### src/rtl/operand_buffer.sv
// Eight-entry operand store for a 2x2 systolic MMU: accepts the element load stream and replays
// A/B as skewed edge operands. Optional build macro OPBUF_REPLAY_EN keeps the matrices after a feed.
module operand_buffer #(
  parameter int unsigned DATA_W = 8
) (
  input  logic              clk,
  input  logic              rst_n,
  input  logic              load_en,
  input  logic [2:0]        load_addr,
  input  logic [DATA_W-1:0] load_data,
  input  logic              feed_en,
  output logic [DATA_W-1:0] a0_out,
  output logic [DATA_W-1:0] a1_out,
  output logic [DATA_W-1:0] b0_out,
  output logic [DATA_W-1:0] b1_out,
  output logic              ops_valid,
  output logic              full,
  output logic              err
);

  typedef enum logic [1:0] {StEmpty, StFilling, StReady, StFeeding} state_e;

  state_e            state_q, state_d;
  logic [1:0]        ph_q, ph_d;
  logic [7:0]        vmask_q, vmask_d;
  logic              armed_q, armed_d;
  logic              err_q, err_d;
  logic              load_ok;

  logic [DATA_W-1:0] mem_q  [8];
  logic [DATA_W-1:0] mem_nx [8];

  logic [DATA_W-1:0] a0_d, a1_d, b0_d, b1_d;
  logic [DATA_W-1:0] a0_q, a1_q, b0_q, b1_q;
  logic              valid_d, valid_q;

  assign load_ok = load_en && (state_q != StFeeding);

  // Storage is deliberately not reset; only the valid mask is.
  always_ff @(posedge clk) begin
    if (load_ok) begin
      mem_q[load_addr] <= load_data;
    end
  end

  // Post-edge memory view so a load coinciding with feed start is replayed correctly.
  always_comb begin
    for (int i = 0; i < 8; i++) begin
      mem_nx[i] = (load_ok && (load_addr == 3'(i))) ? load_data : mem_q[i];
    end
  end

  // State register
  always_ff @(posedge clk or negedge rst_n) begin
    if (!rst_n) begin
      state_q <= StEmpty;
      ph_q    <= 2'd0;
      vmask_q <= 8'h00;
      armed_q <= 1'b1;
      err_q   <= 1'b0;
      a0_q    <= '0;
      a1_q    <= '0;
      b0_q    <= '0;
      b1_q    <= '0;
      valid_q <= 1'b0;
    end else begin
      state_q <= state_d;
      ph_q    <= ph_d;
      vmask_q <= vmask_d;
      armed_q <= armed_d;
      err_q   <= err_d;
      a0_q    <= a0_d;
      a1_q    <= a1_d;
      b0_q    <= b0_d;
      b1_q    <= b1_d;
      valid_q <= valid_d;
    end
  end

  // Next-state logic
  always_comb begin
    state_d = state_q;
    ph_d    = ph_q;
    vmask_d = vmask_q;
    armed_d = armed_q;
    err_d   = err_q;

    if (!feed_en) begin
      armed_d = 1'b1;
    end

    if (load_en) begin
      if (state_q == StFeeding) begin
        err_d = 1'b1;
      end else begin
        vmask_d[load_addr] = 1'b1;
        armed_d            = 1'b1;
      end
    end

    unique case (state_q)
      StEmpty, StFilling: begin
        if (vmask_d == 8'hFF) begin
          state_d = StReady;
        end else if (vmask_d == 8'h00) begin
          state_d = StEmpty;
        end else begin
          state_d = StFilling;
        end
      end
      StReady: begin
        // armed stops a feed_en that never dropped from restarting a feed.
        if (feed_en && armed_q) begin
          state_d = StFeeding;
          ph_d    = 2'd0;
          armed_d = 1'b0;
        end
      end
      StFeeding: begin
        if (ph_q == 2'd2) begin
          ph_d = 2'd0;
`ifdef OPBUF_REPLAY_EN
          state_d = StReady;
          armed_d = !feed_en;
`else
          state_d = StEmpty;
          vmask_d = 8'h00;
`endif
        end else if (!feed_en) begin
          state_d = StReady;
          ph_d    = 2'd0;
          armed_d = 1'b1;
        end else begin
          ph_d = ph_q + 2'd1;
        end
      end
      default: state_d = StEmpty;
    endcase
  end

  // Output logic: skewed edge operands for the upcoming phase
  always_comb begin
    a0_d    = '0;
    a1_d    = '0;
    b0_d    = '0;
    b1_d    = '0;
    valid_d = 1'b0;
    if (state_d == StFeeding) begin
      valid_d = 1'b1;
      case (ph_d)
        2'd0: begin
          a0_d = mem_nx[0];
          b0_d = mem_nx[4];
        end
        2'd1: begin
          a0_d = mem_nx[1];
          a1_d = mem_nx[2];
          b0_d = mem_nx[6];
          b1_d = mem_nx[5];
        end
        2'd2: begin
          a1_d = mem_nx[3];
          b1_d = mem_nx[7];
        end
        default: valid_d = 1'b0;
      endcase
    end
  end

  assign a0_out    = a0_q;
  assign a1_out    = a1_q;
  assign b0_out    = b0_q;
  assign b1_out    = b1_q;
  assign ops_valid = valid_q;
  assign full      = (vmask_q == 8'hFF);
  assign err       = err_q;

endmodule

### config.mk
export PLATFORM = sky130hd
export DESIGN_NAME = operand_buffer
export DESIGN_NICKNAME = d
export VERILOG_FILES = /design/src/rtl/operand_buffer.sv
export SDC_FILE = /design/constraint.sdc
export NUM_CORES = 1
export LEC_CHECK = 0
export BUFFER_PORTS_ARGS = -buffer_cell sky130_fd_sc_hd__buf_2
export CORE_ASPECT_RATIO = 0.9
export CORE_MARGIN = 4
export CORE_UTILIZATION = 50
export CTS_CLUSTER_SIZE = 8
export DETAILED_ROUTE_END_ITERATION = 8
export GPL_ROUTABILITY_DRIVEN = 0
export PLACE_DENSITY = 0.69
export SYNTH_ARGS = -nofsm -noshare
export SYNTH_HDL_FRONTEND = slang
export SYNTH_SLANG_ARGS = --single-unit
### constraint.sdc
create_clock -name clk -period 1.98 [get_ports clk]
set_input_delay 0.198 -clock clk [delete_from_list [all_inputs] [get_ports clk]]
set_output_delay 0.198 -clock clk [all_outputs]
set_load 0.01 [all_outputs]
==> flow_summary.toml <==
[finish]
fillers = 738
num_antenna_cells = 0
nets = 420
final_cells = 526
syn_to_final_growth_pct = 16.8
drive_gt1_share_pct = 42.3

[drt]
wl_met3_um = 444
num_vias = 2902
first_iter_violations = 154
wl_um = 9920
ant_nets = 0
met1_length_um = 4690
wl_per_cell_um = 18.8
viasPerCell = 5.52
top_layer_used = "met4"
wl_met2_um = 4650
first_pass_iters = 4
drcViolationCount = 0

[setup_path]
crit_chain = "ha_2 -> nand4b_1 -> o21ai_2 -> inv_1 -> ha_1 -> buf_12 -> a22oi_1 -> nor2_1"
timing.rr.end = "a1_out[7]$_DFF_PN0_"
r2r-start = "ph_q[1]$_DFF_PN0_"
crit_arrival_ps = 2170
reg2reg_slack_ps = 80
path_max_fanout = 16
slowest_stage = "dfrtp_1"
worst-r2r-cell-count = 8
slowest_delay_ps = 400
startpoint_type = "flop"
worstPathRequired_ps = 2240
cp-end-kind = "flop"
criticalPathCategory = "flop to flop"

[clock_tree]
cts_sinks = 111
clock_path_buffers = 2
cts_tree = "built"
cts_made_buffers = 9
path_clk_slew_ps = 110
clkLatencyLatePin_ps = 370
h-tree-depth = 3
root_buffer = "clkbuf_8"

[place]
placed_cells = 505
io_buffer_count = 49
dpl.hpwl_um = 6210

[die]
pin_count = 50
core_um2 = 9210
die_h_um = 101
num_rows = 33
die_x_um = 111
start_util_pct = 51.8
dieArea_um2 = 11200

[sta]
final-hold-violation-count = 0
whs_ps = 49.4
fin_skew_ps = 16.6
setup_tns_ps = 0
fmax_mhz = 525
worst_pin_slew_ps = 625
setup-violations-final = 0
rsz0062_at_grt = "yes"
slew_violations = 0
layout_min_cycle_time_ps = 1900
relSlewSlack_pct = 58.3
fin_crit_sh_pct = 96.1

[global_routing]
antenna_found_initial = 0
grtUsageTotal_pct = 18.3
first_global_vias = 2929
grt_max_degree = 25
grt_pass1_wl_um = 15700
overflow = 0

[synthesis]
avgSynthCellArea_um2 = 14.3
synthAdderAreaFrac_pct = 1.57
ys_seq_area_share_pct = 65.0
ys_types = 37
ys_warn_count = 0
synth_top_family_by_area = "multiplexers"
async_flop_share_pct = 42.3
synth_edf_count = 64
yosys.area_share.xor_xnor_pct = 0
postSynth.topFlopCell = "edfxtp_1"
syn_inst = 333
synth_nets = 354
synth_compound_area_share_pct = 7.82
ys_ff_latch = 111
synth.area.mux_share_pct = 15.3
synth-simple-area-share_pct = 7.45
netlist_area_um2 = 4770

[power_and_ir_drop]
leakage_nw = 2.31
irDropWorstVdd_mv = 0.529
p_per_area_nw_per_um2 = 1160

[run]
maxCapViolCount = 0

[worst_hold_path]
hold_depth = 2
hold_start = "feed_en"
min_to = "armed_q$_DFF_PN1_"
worstHoldPathType = "input port to flop"

[outcome]
status = "completed"
cell usage after synthesis, types with 3 or more instances:
| cell type | instances | share of area (%) |
|---|---|---|
| a21oi_1 | 10 | 1.0 |
| a22oi_1 | 32 | 5.0 |
| buf_1 | 3 | 0.24 |
| buf_2 | 3 | 0.31 |
| buf_6 | 3 | 0.71 |
| clkbuf_1 | 6 | 0.47 |
| dfrtp_1 | 46 | 24 |
| edfxtp_1 | 64 | 40 |
| ha_1 | 6 | 1.6 |
| inv_1 | 11 | 0.87 |
| mux2_1 | 6 | 1.4 |
| mux2_2 | 58 | 14 |
| nand2_1 | 5 | 0.39 |
| nand2_2 | 7 | 0.92 |
| nor2_1 | 43 | 3.4 |
| nor4_1 | 4 | 0.52 |
| o21ai_0 | 3 | 0.31 |
layout by cell type, fill, tap and decap left out, drive strengths merged, types with 2 or more instances in the layout:
master	instances
mux2	64
nand4	2
or2	3
inv	14
a21oi	11
nor4	4
nor2	43
and3	2
clkinv	3
and3b	2
buf	70
clkbuf	9
nand2	12
a22oi	32
o21ai	3
a21o	2
edfxtp	64
dfrtp	46
ha	6
state kept, by name (all words and copies together), names as in the netlist:
name	count
a0_out	8
a1_out	8
armed_q	1
b0_out	8
b1_out	8
err	1
mem_q	64
ops_valid	1
ph_q	2
state_q	2
vmask_q	8
worst max-delay path, delay by kind of cell (launching register included):
kind            cells  cell delay (ps)
compound gates      2              460
flops               1              400
fa+ha+maj           2              400
simple gates        2              300
buf+inv             2              250
cell type report:
class | instances | area (µm²) | share of cell area [%]
Inverter | 11 | 41.3 | 0.741
Multi-Input combinational cell | 195 | 1600 | 28.7
Tap cell | 122 | 153 | 2.74
Sequential cell | 111 | 3100 | 55.6
Timing Repair Buffer | 71 | 475 | 8.54
Clock inverter | 7 | 78.8 | 1.42
Clock buffer | 9 | 124 | 2.22
how the worst max path moves through the flow:
stage | slack (ps) | depth (start not counted) | to | startpoint
2_1_floorplan | 3 | 10 | a0_out[0]$_DFF_PN0_ | ph_q[0]$_DFF_PN0_
3_3_place_gp | 90 | 8 | a1_out[6]$_DFF_PN0_ | ph_q[0]$_DFF_PN0_
3_5_place_dp | 20 | 9 | a1_out[7]$_DFF_PN0_ | ph_q[0]$_DFF_PN0_
4_1_cts | 4 | 9 | a1_out[7]$_DFF_PN0_ | ph_q[0]$_DFF_PN0_
5_1_grt | -20 | 8 | b1_out[6]$_DFF_PN0_ | ph_q[0]$_DFF_PN0_
6_report | 80 | 8 | a1_out[7]$_DFF_PN0_ | ph_q[1]$_DFF_PN0_
cells by family after synthesis:
kind of cell	count (synthesis)
flip-flops	111
AND/OR/NAND/NOR	72
multiplexers	65
AO/OA/AOI/OAI	51
buffers and inverters	28
adder cells (fa/ha/maj)	6
per-stage QoR:
stage          worst slack [ps]  instance area, µm²  power, mW  util, %
6_report                   77.0                5570       6.48     60.5
3_5_place_dp               17.1                5280       4.99     57.4
2_1_floorplan              3.10                4800       4.18        -
3_3_place_gp               89.2                5280       4.95     57.4
4_1_cts                    3.72                5490       6.37     59.7
5_1_grt                   -20.9                5570       6.84     60.5
power by group:
group,leakage [nW],internal [mW],total [mW],switching (mW)
clock,0.105,0.604,1.37,0.768
sequential,1.19,2.79,2.96,0.170
combinational,1.02,0.971,2.15,1.18
what timing repair did:
action                     in CTS  in global routing
setup endpoints to repair       0                 34
buffers inserted                0                  3
hold endpoints to repair       23                  0
hold buffers                    1                  0
gates resized for setup         0                 10
metal layers:
metal / GRT usage [%] / vias up
li1: - / 1355
met1: 25.7 / 1478
met2: 29.1 / 60
met3: 4.68 / 9
met4: 4.07 / 0
met5: 0 / -
Power figures use the tool's default switching activity.
